[src/rtl/rnd_pkg.sv]
// Shared definitions for the random-number arbiter: FSM encoding and generator defaults.
package rnd_pkg;

  typedef enum logic [2:0] {
    ST_LOAD    = 3'd0,
    ST_WARM    = 3'd1,
    ST_IDLE    = 3'd2,
    ST_STEP    = 3'd3,
    ST_DELIVER = 3'd4
  } state_e;

  localparam int         DEF_WARMUP = 8;
  localparam logic [7:0] DEF_TAPS   = 8'hB8;

  // True in the states that advance or load the generator.
  function automatic logic gen_busy(input state_e s);
    return (s == ST_LOAD) || (s == ST_WARM) || (s == ST_STEP);
  endfunction

endpackage

[src/rtl/rnd_gen.sv]
// Galois LFSR generator: synchronous active-low reset and load both take the seed, zero forced to 1.
module rnd_gen
  import rnd_pkg::*;
#(
  parameter int               WIDTH = 8,
  parameter logic [WIDTH-1:0] TAPS  = WIDTH'(DEF_TAPS)
) (
  input  logic             clk,
  input  logic             i_rst_n,
  input  logic             i_load_seed,
  input  logic             i_en,
  input  logic [WIDTH-1:0] i_seed,
  output logic [WIDTH-1:0] o_next_state
);

  logic [WIDTH-1:0] r_state;
  logic [WIDTH-1:0] w_seed_nz;
  logic [WIDTH-1:0] w_step;

  // An all-zero LFSR would lock up, so a zero seed becomes 1.
  assign w_seed_nz    = (i_seed == '0) ? {{(WIDTH-1){1'b0}}, 1'b1} : i_seed;
  assign w_step       = {1'b0, r_state[WIDTH-1:1]} ^ (r_state[0] ? TAPS : '0);
  assign o_next_state = w_step;

  // Generator state register
  always_ff @(posedge clk) begin
    if (!i_rst_n) begin
      r_state <= w_seed_nz;
    end else if (i_load_seed) begin
      r_state <= w_seed_nz;
    end else if (i_en) begin
      r_state <= w_step;
    end else begin
      r_state <= r_state;
    end
  end

endmodule

[src/rtl/rnd_arb.sv]
// Round-robin arbiter handing out one fresh LFSR word per grant, with reseed and warm-up.
module rnd_arb
  import rnd_pkg::*;
#(
  parameter int               N_REQ  = 4,
  parameter int               WIDTH  = 8,
  parameter logic [WIDTH-1:0] TAPS   = WIDTH'(DEF_TAPS),
  parameter int               WARMUP = DEF_WARMUP
) (
  input  logic             clk,
  input  logic             rst,
  input  logic             seed_wr,
  input  logic [WIDTH-1:0] seed_in,
  input  logic [N_REQ-1:0] req,
  output logic [N_REQ-1:0] gnt,
  output logic [WIDTH-1:0] rnd_out,
  output logic             ready
);

  localparam int IW = (N_REQ > 1) ? $clog2(N_REQ) : 1;
  localparam int CW = $clog2(WARMUP + 1);

  state_e           r_state;
  state_e           w_next_state;
  logic [WIDTH-1:0] r_seed_q;
  logic             r_pending;
  logic             w_pending_next;
  logic [IW-1:0]    r_last;
  logic [IW-1:0]    r_win;
  logic [IW-1:0]    w_win;
  logic [IW-1:0]    w_idx;
  logic             w_found;
  logic [CW-1:0]    r_cnt;
  logic [N_REQ-1:0] r_gnt;
  logic [WIDTH-1:0] r_rnd_out;
  logic             r_ready;
  logic             w_reseed;
  logic             w_gen_load;
  logic             w_gen_en;
  logic             w_gen_rst_n;
  logic [WIDTH-1:0] w_gen_next;

  assign gnt         = r_gnt;
  assign rnd_out     = r_rnd_out;
  assign ready       = r_ready;
  assign w_gen_rst_n = ~rst;
  // A seed write arriving in the IDLE cycle itself already beats any request.
  assign w_reseed    = r_pending | seed_wr;

  rnd_gen #(
    .WIDTH (WIDTH),
    .TAPS  (TAPS)
  ) u_gen (
    .clk          (clk),
    .i_rst_n      (w_gen_rst_n),
    .i_load_seed  (w_gen_load),
    .i_en         (w_gen_en),
    .i_seed       (r_seed_q),
    .o_next_state (w_gen_next)
  );

  // Round-robin search starting just above the previous winner
  always_comb begin
    w_found = 1'b0;
    w_win   = r_last;
    w_idx   = '0;
    for (int i = 1; i <= N_REQ; i++) begin
      w_idx = IW'((int'(r_last) + i) % N_REQ);
      if (!w_found && req[w_idx]) begin
        w_found = 1'b1;
        w_win   = w_idx;
      end else begin
        w_found = w_found;
      end
    end
  end

  // Next-state and generator control
  always_comb begin
    w_next_state = r_state;
    w_gen_load   = 1'b0;
    w_gen_en     = 1'b0;
    case (r_state)
      ST_LOAD: begin
        w_gen_load   = 1'b1;
        w_next_state = ST_WARM;
      end
      ST_WARM: begin
        w_gen_en = 1'b1;
        if (r_cnt <= CW'(1)) begin
          w_next_state = ST_IDLE;
        end else begin
          w_next_state = ST_WARM;
        end
      end
      ST_IDLE: begin
        if (w_reseed) begin
          w_next_state = ST_LOAD;
        end else if (req != '0) begin
          w_next_state = ST_STEP;
        end else begin
          w_next_state = ST_IDLE;
        end
      end
      ST_STEP: begin
        w_gen_en     = 1'b1;
        w_next_state = ST_DELIVER;
      end
      ST_DELIVER: w_next_state = ST_IDLE;
      default:    w_next_state = ST_LOAD;
    endcase
  end

  // Entering LOAD consumes the latest seed, so the pending flag drops there
  always_comb begin
    w_pending_next = r_pending;
    if ((w_next_state == ST_LOAD) && (r_state != ST_LOAD)) begin
      w_pending_next = 1'b0;
    end else if (seed_wr) begin
      w_pending_next = 1'b1;
    end else begin
      w_pending_next = r_pending;
    end
  end

  // Arbiter state and registered outputs
  always_ff @(posedge clk or posedge rst) begin
    if (rst) begin
      r_state   <= ST_LOAD;
      r_seed_q  <= {{(WIDTH-1){1'b0}}, 1'b1};
      r_pending <= 1'b0;
      r_last    <= IW'(N_REQ - 1);
      r_win     <= IW'(N_REQ - 1);
      r_cnt     <= CW'(WARMUP);
      r_gnt     <= '0;
      r_rnd_out <= '0;
      r_ready   <= 1'b0;
    end else begin
      r_state   <= w_next_state;
      r_pending <= w_pending_next;
      r_ready   <= (w_next_state == ST_IDLE) && !w_pending_next;
      if (seed_wr) begin
        r_seed_q <= seed_in;
      end
      if (r_state == ST_LOAD) begin
        r_cnt <= CW'(WARMUP);
      end else if (r_state == ST_WARM) begin
        r_cnt <= r_cnt - CW'(1);
      end
      if ((r_state == ST_IDLE) && (w_next_state == ST_STEP)) begin
        r_win <= w_win;
      end
      if (r_state == ST_DELIVER) begin
        r_last <= r_win;
      end
      // The generator steps on this same edge, so its next state is the delivered word.
      if (r_state == ST_STEP) begin
        r_gnt     <= N_REQ'(1) << r_win;
        r_rnd_out <= w_gen_next;
      end else begin
        r_gnt     <= '0;
        r_rnd_out <= '0;
      end
    end
  end

endmodule

[config.mk]
export PLATFORM = sky130hd
export DESIGN_NAME = rnd_arb
export DESIGN_NICKNAME = d
export VERILOG_FILES = /design/src/rtl/rnd_pkg.sv /design/src/rtl/rnd_gen.sv /design/src/rtl/rnd_arb.sv
export SDC_FILE = /design/constraint.sdc
export NUM_CORES = 1
export LEC_CHECK = 0
export ABC_AREA = 1
export CAP_MARGIN = 5
export CORE_ASPECT_RATIO = 0.5
export CORE_MARGIN = 3
export CORE_UTILIZATION = 55
export CTS_CLUSTER_SIZE = 10
export DETAILED_ROUTE_END_ITERATION = 16
export GPL_ROUTABILITY_DRIVEN = 0
export GPL_TIMING_DRIVEN = 0
export HOLD_SLACK_MARGIN = 0.15
export PLACE_DENSITY = 0.77
export SYNTH_ARGS = -nofsm -noshare
export SYNTH_HDL_FRONTEND = slang
export SYNTH_SLANG_ARGS = --single-unit
[constraint.sdc]
create_clock -name clk -period 4.2 [get_ports clk]
set_input_delay 1.05 -clock clk [delete_from_list [all_inputs] [get_ports clk]]
set_output_delay 1.05 -clock clk [all_outputs]
set_load 0.05 [all_outputs]
== Word-level counts from Yosys, hierarchy flattened ==
Cells that the tools add are included.
Widths: inputs -> output; s select.

* Register bits: 41
* Input bits: 15
* Output and inout bits: 13
* Logic and storage cells: 79

* $add $sub $neg: 5
* $lt $le $gt $ge: 5
* Equality and inequality tests: 6
* Shift-type cells: 1
* Muxes and demuxes: 32
* Bitwise operators: 2
* Reduce and logical (&&, ||, !) cells: 18

{| class="wikitable"
|+ Operators with widths
! kind !! number
|-
| $mux 8 || 6
|-
| $pmux 3 s5 || 1
|-
| $eq 3x2->1 const B || 4
|-
| $lt 2x3->1 const B || 4
|-
| $mux 1 || 12
|-
| $mux 2 || 6
|-
| $mux 4 || 3
|-
| $bmux 1 s2 || 4
|-
| $logic_not 8->1 || 1
|-
| $xor 7x8->8 || 1
|-
| $logic_and 1x1->1 || 6
|-
| $logic_not 3->1 || 2
|-
| $reduce_bool 3->1 || 2
|-
| $add 2x1->2 const B || 2
|-
| $add 2x2->2 const B || 2
|-
| $le 4x1->1 const B || 1
|-
| $logic_not 1->1 || 4
|-
| $reduce_bool 4->1 || 1
|-
| $shl 1x2->4 const A || 1
|-
| $sub 4x1->4 const B || 1
|-
| $eq 3x1->1 const B || 1
|-
| $eq 3x3->1 const B || 1
|-
| $reduce_bool 2->1 || 1
|-
| $reduce_or 2->1 || 1
|-
| $or 1x1->1 || 1
|}

== Depth between registers and ports, before layout ==
Gate-level depths: netlist of run 1.

* Word-level depth: 13
* Depth in mapped cells: 12
* Depth with buffers taken out: 11

== Hierarchy ==
From an unflattened synthesis of run 1, not the netlist that was laid out.

* Cell total of the unflattened synthesis: 215
* Area total of the unflattened synthesis: 2020.7 sq um

{| class="wikitable"
|+ Modules (own cells, without submodules)
! module !! times used !! cells an instance !! area each (sq um) !! seq. area each (sq um)
|-
| rnd_arb || 1 || 163 || 1567.8 || 833.3
|-
| rnd_gen || 1 || 52 || 452.9 || 240.2
|}

== Least setup slack after synthesis of run 1 ==
Ideal clock, no wire load.

* Path type: input-to-reg
* Start point: in rst
* End point: reg u_gen.r_state[0] (enable)
* Setup time: 0.361 ns
* Arrival: 2.195 ns
* Required time: 3.839 ns
* Slack: 1.644 ns
* Stages on the path: 2
* Path buffers: 0
* Cell sequence: inv_1 -> nand3_1

* Word-level cells in the longest chain between the ends: 1

{| class="wikitable"
|+ Ends and longest elaborated chain
! element !! RTL line !! source
|-
| start, declared || rnd_arb.sv:11 || <nowiki>input logic rst,</nowiki>
|-
| $reduce_bool 3->1 (no line) || -- ||
|-
| end signal, assigned || rnd_gen.sv:28 || <nowiki>r_state <= w_seed_nz;</nowiki>
|-
| end signal, assigned || rnd_gen.sv:30 || <nowiki>r_state <= w_seed_nz;</nowiki>
|-
| end signal, assigned || rnd_gen.sv:32 || <nowiki>r_state <= w_step;</nowiki>
|-
| end, declared || rnd_gen.sv:16 || <nowiki>logic [WIDTH-1:0] r_state;</nowiki>
|}

No other way between the ends.
A chain may end at the register's enable or synchronous reset.

== Worst setup path after layout of run 1 ==
* Start point: in rst
* End point: reg u_gen.r_state[5] (enable)

Same word-level chain as after synthesis.

==> metrics.txt, run 1 <==
status=complete, no violations; Mapped Cells=roughly 210; Tot GR Track Use=about a fifth; data arrival time of the worst path=between 2000 and 2500 ps; Clock Pin Slew Worst Setup and Hold Paths=roughly 80 ps; Post-DP HPWL=2690 um; Initial Utilization=between 60% and 70%; Post-Synth Simple-Gate Area=about 27%; vias in the first global route=1407; Syn Area/Cell=a little under 10 um2; DR top layer=met4; Synth async-reset ratio=around four fifths; CTS H-tree lvls=2; WL final=about 3600 um; Critical Path Fanout Max=35; Reg area=1070 um2; Achievable Freq=between 300 and 400 MHz; ys flop type=dfrtp_1; DRT met1 WL=1580 um; Synth Area in Compound Gates=~8.4%; kind of end point of the critical path=flop; Required @ worst endpoint=between 4000 and 5000 ps; final instance area=2400 um2; n_diodes=0; post-placement cell area=2320 um2; CTS Hold Bufs=0; post-synth top area share=34.0%; PostCTS Resize Cnt=0; clock buffer depth=2; Routed WL per cell=12.3 um; row cnt=14; NumNets Final=257; share of cells above drive strength 1=between 20% and 30%; Post CTS Setup Buffer Count=0; Num CTS Buffers=5; Tcrit/Tclk final=60.0%; FF+latch count, synth=41; routed wl met3=~130 um; CP max-delay cell=inv_2; max_slew headroom=a little over half; total number of vias=~1400; first-pass GRT wire length=between 6000 and 7000 um; most common cell in the netlist=nand2_1; grt ovf=0; met2 wire length=1810 um; Crit Path Class=in -> reg; largest net degree at the start of global routing=36; Slew Limit Fails=0; maximum VDD drop=0.436 mV; Final TNS setup=0 ps; Slew @ Worst Pin=701 ps; Crit path largest cell delay=roughly 520 ps; adder-cell area share of the yosys netlist=1.26%; Post-Synth XOR/XNOR Area=under 10%; hold crit path type=reg -> reg; max_cap viols=0; drt drc=0; clock sink count=41; 1st-iter DRT viols=57; Setup Viol. Count Final=0; clk root buf=clkbuf_8; main combinational cell family by area after synthesis=simple AND/OR/NAND/NOR gates; Commonest cells post-synth=47 x nand2_1, 27 x dfrtp_1, 20 x inv_1, 14 x o21ai_0, 12 x nor2_1; area taken by multi-input logic gates=between 700 and 800 um2; area delta synth->final=20.9%; post-synthesis mux area share=0%; Worst-Skew Late Latency=approximately 290 ps; I/O pin count=28; clock skew=roughly 8 ps; CORE AREA=roughly 3200 um2; die width=91.0 um; Synth area leaders=dfrtp_1 34%, edfxtp_1 12%, nand2_1 8.9%; port bufs=27; Cell Chain, Critical Path=clkdlybuf4s50_1 > inv_2 > nand3_1; synthesized area=roughly 2000 um2; EDFF count, synth=8; RSZ-0062 raised after global routing=no; Via density=4.94; critical path launch point type=input pin; Die ar.=approximately 4400 um2; Syn Nets=roughly 220; CTS tree=done; antenna violations before repair=0; Synth cell types=33; Final ANT Viol Nets=0; power density over the cells=~700 nW/um2; yosys warns=0; Yosys top cell by area=dfrtp_1; Tmin final=~2500 ps; sequential area share after synthesis=between 50% and 60%; drt pass-1 iters=4; Die Y-Extent=just under 50 um; fillcell total=roughly 250; leak pwr=approximately 1.1 nW; Final Hold Fails=0
worst max-delay path, delay by kind of cell:
family	cells	cell delay, ps
buffers and inverters	2	930
and+or+nand+nor	1	450
routing by layer:
metal  vias up  GRT usage [%]
met1       665           22.6
met3         5           6.50
met2        29           32.4
met5         -              0
li1        729              -
met4         0           4.50
metrics by stage:
step	instances	total power, mW	hold slack [ps]	setup slack [ps]	utilization, %
finish	289	1.68	477	1680	74.5
detailed placement	281	1.44	468	740	71.9
global placement	281	1.41	463	801	71.9
global route	289	1.82	521	1430	74.5
CTS	289	1.69	481	1070	74.5
floorplan	206	1.27	449	1640	-
sequential cells by signal, summed over array words and instances (netlist names):
| name | cells |
|---|---|
| gnt | 4 |
| r_cnt | 4 |
| r_last | 2 |
| r_pending | 1 |
| r_seed_q | 8 |
| r_state | 3 |
| r_win | 2 |
| ready | 1 |
| rnd_out | 8 |
| u_gen.r_state | 8 |
power breakdown:
part,switching [mW],internal [mW]
Combinational,0.495,0.285
Sequential,0.0909,0.564
Clock,0.132,0.115
final cells by class:
| cell class | count | share of cell area, % |
|---|---|---|
| well taps | 48 | 2.50 |
| flip-flops and latches | 41 | 44.7 |
| clock buffers | 6 | 3.02 |
| repair buffers | 27 | 11.3 |
| inverters | 30 | 4.80 |
| plain buffers | 4 | 1.56 |
| clock inverters | 2 | 0.469 |
| multi-input cells | 131 | 31.6 |
logic make-up (layout without fill, tap and decap cells):
kind of cell,after synthesis,after routing
AND/OR/NAND/NOR,95,95
AO/OA/AOI/OAI,30,30
adder cells (fa/ha/maj),2,2
flip-flops,41,41
buffers and inverters,34,69
XOR/XNOR,4,4
placed cells by master, fill, tap and decap left out, types with 7 or more instances in the layout:
cell type,netlist,routed
o21ai_1,9,9
nand3_1,7,7
edfxtp_1,8,8
nor2_1,12,12
o21ai_0,14,14
inv_2,9,10
dfrtp_1,27,27
nand2_1,47,47
inv_1,20,19
clkdlybuf4s50_1,0,27
final timing paths:
path / from / to / slack [ps] / depth (start not counted)
worst max-delay path: rst / u_gen.r_state[5] / 1680 / 3
worst min-delay path: r_seed_q[0] / r_seed_q[0] / 480 / 2
worst max register to register: r_cnt[1] / r_pending / 2670 / 8
worst min register to register: r_seed_q[0] / r_seed_q[0] / 480 / 2
max in group asynchronous: rst / r_cnt[1] / 2550 / 2
min in group asynchronous: rst / rnd_out[0] / 1180 / 2
No activity file was read; power rests on OpenSTA's default activity.
==> run 2, diff against run 1 <==
--- a/config.mk
+++ b/config.mk
@@ -9,13 +9,13 @@
 export CAP_MARGIN = 5
 export CORE_ASPECT_RATIO = 0.5
 export CORE_MARGIN = 3
-export CORE_UTILIZATION = 55
+export CORE_UTILIZATION = 48
 export CTS_CLUSTER_SIZE = 10
 export DETAILED_ROUTE_END_ITERATION = 16
 export GPL_ROUTABILITY_DRIVEN = 0
 export GPL_TIMING_DRIVEN = 0
 export HOLD_SLACK_MARGIN = 0.15
-export PLACE_DENSITY = 0.77
+export PLACE_DENSITY = 0.71
 export SYNTH_ARGS = -nofsm -noshare
 export SYNTH_HDL_FRONTEND = slang
 export SYNTH_SLANG_ARGS = --single-unit
==> constraint.sdc (replaced) <==
create_clock -name clk -period 2.2 [get_ports clk]
set_input_delay 0.55 -clock clk [delete_from_list [all_inputs] [get_ports clk]]
set_output_delay 0.55 -clock clk [all_outputs]
set_load 0.05 [all_outputs]
==> run 2 against run 1 <==
  * Sequential cell count unchanged
  * Sequential share of layout area down 1.6 points
  * Sequential power up 91%
  * Non-clock buffer count up 3
  * Global-route usage down 3.0 points
  * Largest power group unchanged
==> metrics.txt, run 2 (synthesized netlist as in run 1, its figures left out) <==
status=complete, no violations; Slew @ Worst Pin=794 ps (+92.2 ps); reg-to-reg critical path startpoint=r_cnt[1]; clock sink count=41 (unchanged); Initial Utilization=53.7% (-7.9 points); crit-path leading delay family=buffers and inverters; antenna violations before repair=0 (unchanged); Tot GR Track Use=15.7% (-3.0 points); leak pwr=1.13 nW (+3.7%); clock skew=7.34 ps (-0.706 ps); Num CTS Buffers=5 (unchanged); RSZ-0062 raised after global routing=no; final instance area=2490 um2 (+3.7%); Slew Limit Fails=0 (unchanged); Via density=4.82 (-2.4%); Final ANT Viol Nets=0 (unchanged); I/O pin count=28 (unchanged); Final Hold Fails=0 (unchanged); fin cells=296 (+2.4%); n_diodes=0 (unchanged); leading cell type in the layout, fill and taps excluded=nand2_1; 1st-iter DRT viols=47 (-18%); DRT met1 WL=1590 um (+0.57%); grt ovf=0 (unchanged); met2 wire length=1700 um (-6.1%); CTS H-tree lvls=2 (unchanged); Tmin final=~2000 ps; clk root buf=clkbuf_8; data arrival time of the worst path=1420 ps (-1040 ps); kind of end point of the critical path=output port; Clock Pin Slew Worst Setup and Hold Paths=80 ps (about the same); NumNets Final=261 (+1.6%); CTS tree=done; largest net degree at the start of global routing=19 (-47%); Required @ worst endpoint=1650 ps (-2480 ps); CP max-delay cell=clkdlybuf4s50_1; vias in the first global route=1349 (-4.1%); Cells after DPL=284 (+1.1%); die width=97.0 um (+6.6%); Final TNS setup=0 ps (unchanged); WL final=3440 um (-3.5%); first-pass GRT wire length=6070 um (-6.0%); max_slew headroom=46.8% (-6.4 points); routed wl met3=128 um (+1.6%); Setup Viol. Count Final=0 (unchanged); area delta synth->final=25.3%; Tcrit/Tclk final=between 80% and 90%; maximum VDD drop=0.559 mV (+28%); Achievable Freq=~510 MHz; Cell Chain, Critical Path=clkdlybuf4s50_1; Routed WL per cell=11.6 um (-5.8%); share of cells above drive strength 1=23.3% (+2.1 points); Worst-Skew Late Latency=290 ps (about the same); row cnt=15 (+1); DR top layer=met4; post-placement cell area=2320 um2 (+0.16%); Worst setup startpoint=rnd_out[4]; most frequent cells in the layout=47 x nand2_1, 27 x dfrtp_1, 27 x clkdlybuf4s50_1, 19 x inv_1, 14 x o21ai_0; worst hold slack=478 ps (+1.45 ps); Post-DP HPWL=2560 um (-5.1%); CTS Hold Bufs=0 (unchanged); Critical Path Fanout Max=1 (-97%); Die Y-Extent=51.5 um (+6.2%); final core utilization=67.3% (-7.1 points); Hold Startpoint=r_seed_q[0]; total number of vias=1428 (unchanged); CORE AREA=3700 um2 (+15%); max_cap viols=0 (unchanged); drt pass-1 iters=4 (unchanged); WP buf/inv=1 (-1); Crit path largest cell delay=790 ps (+270 ps); clock buffer depth=2 (unchanged); Die ar.=4990 um2 (+13%); drt drc=0 (unchanged); critical path launch point type=flop; power density over the cells=1390 nW/um2 (+98%); Crit Path Class=reg -> out; port bufs=27 (unchanged); hold crit path type=reg -> reg
==> run 2: changes by cell type in the layout (fill, tap and decap cells not counted) <==
cell | previous run | this run
buf_4 | 0 | 3
bufinv_16 | 0 | 2
clkbuf_1 | 2 | 1
clkinv_1 | 1 | 0
clkinvlp_2 | 0 | 1
inv_2 | 10 | 9
inv_6 | 0 | 1
==> run 2: area by class of cell <==
class / count / area (um2)
Buffer: 4 / 37.5
Clock buffer: 5 / 68.8
Clock inverter: 3 / 68.8
Fill cell: 302 / 1210
Inverter: 30 / 119
Multi-Input combinational cell: 131 / 759
Sequential cell: 41 / 1070
Tap cell: 51 / 63.8
Timing Repair Buffer: 30 / 293
Timing Repair inverter: 1 / 5.00
==> run 2: layer usage <==
metal / global-route usage (%) / up-vias
li1: - / 737
met1: 19.1 / 668
met2: 27.9 / 21
met3: 5.31 / 2
met4: 2.80 / 0
met5: 0 / -
==> run 2: power by group <==
group | switching, mW | internal [mW] | total [mW]
combinational | 0.932 | 0.548 | 1.48
sequential | 0.173 | 1.08 | 1.25
clock | 0.265 | 0.457 | 0.721
==> run 2: timing repair <==
action	CTS	global route
resized for setup	1	0
hold endpoints to repair	0	0
pin swaps	0	0
setup endpoints to repair	16	1
cloned	1	0
buffers inserted	0	3
==> run 2: final timing paths <==
check,to,slack [ps],cells after the start
max,rnd_out[4],230,1
min,r_seed_q[0],480,2
max reg2reg,r_pending,690,8
min reg2reg,r_seed_q[0],480,2
max in group asynchronous,r_seed_q[5],1010,2
min in group asynchronous,r_state[2],560,2
==> run 2: stage by stage <==
step                      power, mW  setup WS, ps
final                          3.45           232
after global routing           3.71           176
after CTS                      3.48          98.9
after detailed placement       2.75          -796
after global placement         2.69          -708
after floorplan                2.42           144
==> variant 1, RTL diff (settings of run 1) <==
`WIDTH` is set to 8 in 2 places; all go to 10.
--- a/src/rtl/rnd_gen.sv
+++ b/src/rtl/rnd_gen.sv
@@ -2,7 +2,7 @@
 module rnd_gen
   import rnd_pkg::*;
 #(
-  parameter int               WIDTH = 8,
+  parameter int               WIDTH = 10,
   parameter logic [WIDTH-1:0] TAPS  = WIDTH'(DEF_TAPS)
 ) (
   input  logic             clk,
--- a/src/rtl/rnd_arb.sv
+++ b/src/rtl/rnd_arb.sv
@@ -3,7 +3,7 @@
   import rnd_pkg::*;
 #(
   parameter int               N_REQ  = 4,
-  parameter int               WIDTH  = 8,
+  parameter int               WIDTH  = 10,
   parameter logic [WIDTH-1:0] TAPS   = WIDTH'(DEF_TAPS),
   parameter int               WARMUP = DEF_WARMUP
 ) (
Ports: changed (resized rnd_out and seed_in); port bits go from 28 to 32. The function was not compared with the original's and may differ.
==> variant 1 against run 1 <==
Count of clock-buffer cells in the layout unchanged. Final area is 8.0% higher. Final cell count rose by 9.3%. Routed wire length grew 2.0%. Register-to-register slack got worse by 0.20 ns. Setup slack improved by 0.049 ns. Total power grew 3.6%. Synthesized area increased by 5.8%. Utilization is 1.4 points lower. Sequential cell count grew 5. Critical path type is now reg2out. Largest cell class unchanged.
==> variant 1: results (changes against run 1) <==
\begin{tabular}{lr}
\hline
Metric & Value \\
\hline
\multicolumn{2}{l}{\textbf{Drt}} \\
\quad Wl on met1 & 1640 um (+3.9\%) \\
\quad Detail-routed net length per standard cell & 11.5 um (-6.7\%) \\
\quad Met2 layer wire length in the routed design & 1810 um (about the same) \\
\multicolumn{2}{l}{\textbf{Final layout}} \\
\quad Multi-input combinational cell count & 143 (+9.2\%) \\
\quad Ratio of cells with drive above 1 in the final layout & 0.166 (-0.0456) \\
\quad Fraction of area in non-clock buffers & 0.139 (+0.0107) \\
\quad Fillers & 267 (+7.7\%) \\
\quad Combined area of the multi-input logic cells & 731 sq um (-3.8\%) \\
\multicolumn{2}{l}{\textbf{Synthesis}} \\
\quad Portion of netlist area occupied by mux cells & 0.0107 (+0.0107) \\
\quad Average cell area after synthesis & 9.25 sq um (-4.0\%) \\
\quad Number of distinct library cells after synthesis & 34 (+3.0\%) \\
\quad Number of enable flip-flop cells after synthesis & 10 (+2) \\
\quad Fraction of registers with async set/reset & 0.783 (-0.0223) \\
\quad Post-Synthesis Net Count & 246 (+10\%) \\
\multicolumn{2}{l}{\textbf{Place}} \\
\quad Placement-stage cell area & 2480 sq um (+7.2\%) \\
\quad HPWL after DPL & 2770 um (+2.9\%) \\
\multicolumn{2}{l}{\textbf{Critical path}} \\
\quad Capture instance of the worst register-to-register path & u\_gen.r\_state[6] \\
\quad Critical-path top delay cell & sky130\_fd\_sc\_hd\_\_clkdlybuf4s50\_1 \\
\quad Launching element of the worst setup path & rnd\_out[1] \\
\quad Max stage delay on crit path & 0.79 ns (+0.27 ns) \\
\multicolumn{2}{l}{\textbf{Outcome}} \\
\quad Run status & complete, no violations \\
\multicolumn{2}{l}{\textbf{Pwr}} \\
\quad Peak supply drop & 0.321 mV (-26\%) \\
\multicolumn{2}{l}{\textbf{STA}} \\
\quad Slew HR & 0.660 (+0.129) \\
\quad Crit share post-route & 0.589 (-0.0117) \\
\multicolumn{2}{l}{\textbf{Global routing}} \\
\quad Number of global-route vias before repair & 1508 (+7.2\%) \\
\multicolumn{2}{l}{\textbf{Floorplan}} \\
\quad Number of tapcells & 51 (+6.3\%) \\
\multicolumn{2}{l}{\textbf{Min path}} \\
\quad Endpoint of the worst hold-timing path & r\_win[1] \\
\hline
\end{tabular}
-- variant 1: cell count changes after synthesis, sizes merged, moves of 2 or more --
| cell | before | now |
|---|---|---|
| a21oi | 3 | 7 |
| nand2 | 55 | 59 |
| dfrtp | 27 | 30 |
| buf | 3 | 5 |
| edfxtp | 8 | 10 |
| mux2 | 0 | 2 |
| nor2 | 17 | 19 |
-- variant 1: power by group --
part	internal [mW]	leakage [nW]	switching (mW)
combinational	0.256	0.589	0.466
clock	0.177	0.0514	0.144
sequential	0.627	0.560	0.0723
-- variant 1: cell families after synthesis --
| kind of cell | count (synthesis) |
|---|---|
| DFF | 46 |
| xor gates and xnor gates | 5 |
| other | 1 |
| muxes | 2 |
| buffers and inverters | 38 |
| AOI/OAI and AO/OA | 32 |
| adders and majority gates | 2 |
| and+or+nand+nor | 101 |
-- variant 1: metal layers --
layer  vias up  GRT usage
met4         0     0.0584
met5         -          0
met3         5     0.0457
met2        28      0.316
li1        792          -
met1       718      0.232
==> variant 2, RTL diff (flow settings as in run 1) <==
Without the edit above. Make the reset (`rst`) synchronous in one clocked block.
--- a/src/rtl/rnd_arb.sv
+++ b/src/rtl/rnd_arb.sv
@@ -124,7 +124,7 @@
   end
 
   // Arbiter state and registered outputs
-  always_ff @(posedge clk or posedge rst) begin
+  always_ff @(posedge clk) begin
     if (rst) begin
       r_state   <= ST_LOAD;
       r_seed_q  <= {{(WIDTH-1){1'b0}}, 1'b1};
Check against the original RTL: differs if rst is asserted again (counterexample within 10 cycles, from zero or initial values and one cycle with rst high); with rst held inactive, the same outputs for 10 cycles.
==> variant 2 against run 1 <==
Final area decreased by 9.2%. Routed wire length decreased by 2.9%. Non-clock buffer count unchanged. Setup slack improved by 0.057 ns. Sequential share of layout area decreased by 3.4 points. Register-to-register slack improved by 0.05 ns. Final cell count increased by 0.69%. Synthesized cell count increased by 7.3%. Critical path type is now reg2out. Synthesized area decreased by 10%. Sequential cell count unchanged.
Power is not compared: it rests on default switching activity, and its combinational part moved more than twofold at a synthesized area within 25%.
==> variant 2: results (changes against run 1) <==
\begin{tabular}{lr}
\hline
Metric & Value \\
\hline
\multicolumn{2}{l}{\textbf{Critical path}} \\
\quad Capture instance of the worst register-to-register path & ready \\
\quad FF-to-FF Start & r\_cnt[0] \\
\quad Launching element of the worst setup path & rnd\_out[6] \\
\quad Number of cells on the worst reg-to-reg path & 9 (+1) \\
\quad R2R Setup Slk & 2.72 ns (+0.05 ns) \\
\quad Maximum net fanout on the critical path & 1 (-97\%) \\
\quad Worst Setup EP & rnd\_out[6] \\
\quad Max stage delay on crit path & 0.80 ns (+0.28 ns) \\
\multicolumn{2}{l}{\textbf{Final layout}} \\
\quad Fraction of area in non-clock buffers & 0.139 (+0.0107) \\
\quad Number of standard cells in the layout, taps in and fillers out & 291 (+0.69\%) \\
\quad Final \#Nets & 270 (+5.1\%) \\
\quad Multi-input combinational cell count & 147 (+12\%) \\
\quad Fillers & 230 (-7.3\%) \\
\quad Ratio of cells with drive above 1 in the final layout & 0.122 (-0.0896) \\
\quad Proportion of cell area occupied by multi-input gates & 0.334 (+0.0170) \\
\multicolumn{2}{l}{\textbf{STA}} \\
\quad Skew final & 0.00792 ns (-0.000121 ns) \\
\quad Post-Route Hold Slack & 0.466 ns (-0.0109 ns) \\
\quad Slew of the pin with the lowest slew margin & 0.789 ns (+0.0872 ns) \\
\quad Highest achievable clock rate & 0.406 GHz (+2.3\%) \\
\multicolumn{2}{l}{\textbf{Place}} \\
\quad HPWL after DPL & 2550 um (-5.5\%) \\
\quad Placement-stage cell area & 2080 sq um (-10\%) \\
\quad Post-placement cell count & 283 (+0.71\%) \\
\multicolumn{2}{l}{\textbf{Synthesis}} \\
\quad Sequential cell area fraction in the yosys report & 0.504 (-0.0364) \\
\quad Most used flip-flop cell after synthesis & sky130\_fd\_sc\_hd\_\_dfxtp\_1 \\
\quad Average cell area after synthesis & 8.08 sq um (-16\%) \\
\quad XOR/XNOR Fraction of Synth Area & 0.0147 (-0.00294) \\
\quad Synthesized instance count & 221 (+7.3\%) \\
\multicolumn{2}{l}{\textbf{Min path}} \\
\quad Worst Min Path Start & r\_seed\_q[0] \\
\quad Endpoint of the worst hold-timing path & r\_seed\_q[0] \\
\multicolumn{2}{l}{\textbf{Global routing}} \\
\quad Aggregate global-route resource usage & 0.202 (+0.0149) \\
\multicolumn{2}{l}{\textbf{Outcome}} \\
\quad Run status & complete, no violations \\
\multicolumn{2}{l}{\textbf{Drt}} \\
\quad Detail-routed via count per cell & 5.13 (+3.9\%) \\
\quad DRT Wirelength & 3460 um (-2.9\%) \\
\hline
\end{tabular}
variant 2: changes by cell type after synthesis, moves of 3 or more:
cell	change
sky130_fd_sc_hd__nand2_4	-3
sky130_fd_sc_hd__dfstp_2	-6
sky130_fd_sc_hd__a21oi_1	+7
sky130_fd_sc_hd__dfrtp_1	-27
sky130_fd_sc_hd__inv_2	-4
sky130_fd_sc_hd__dfxtp_1	+33
sky130_fd_sc_hd__nor3_1	+5
sky130_fd_sc_hd__nor2_1	+18
sky130_fd_sc_hd__nand2_2	-5
sky130_fd_sc_hd__nor2_4	+3
sky130_fd_sc_hd__o21ai_1	-4
variant 2: metal layers:
layer	global-route usage	part of all wire	routed length, um	vias to the layer above
met5	0	0	0	-
met4	0.115	0.015	53	0
met3	0.0643	0.056	192	6
met2	0.333	0.45	1560	38
met1	0.240	0.48	1660	677
li1	-	-	-	773
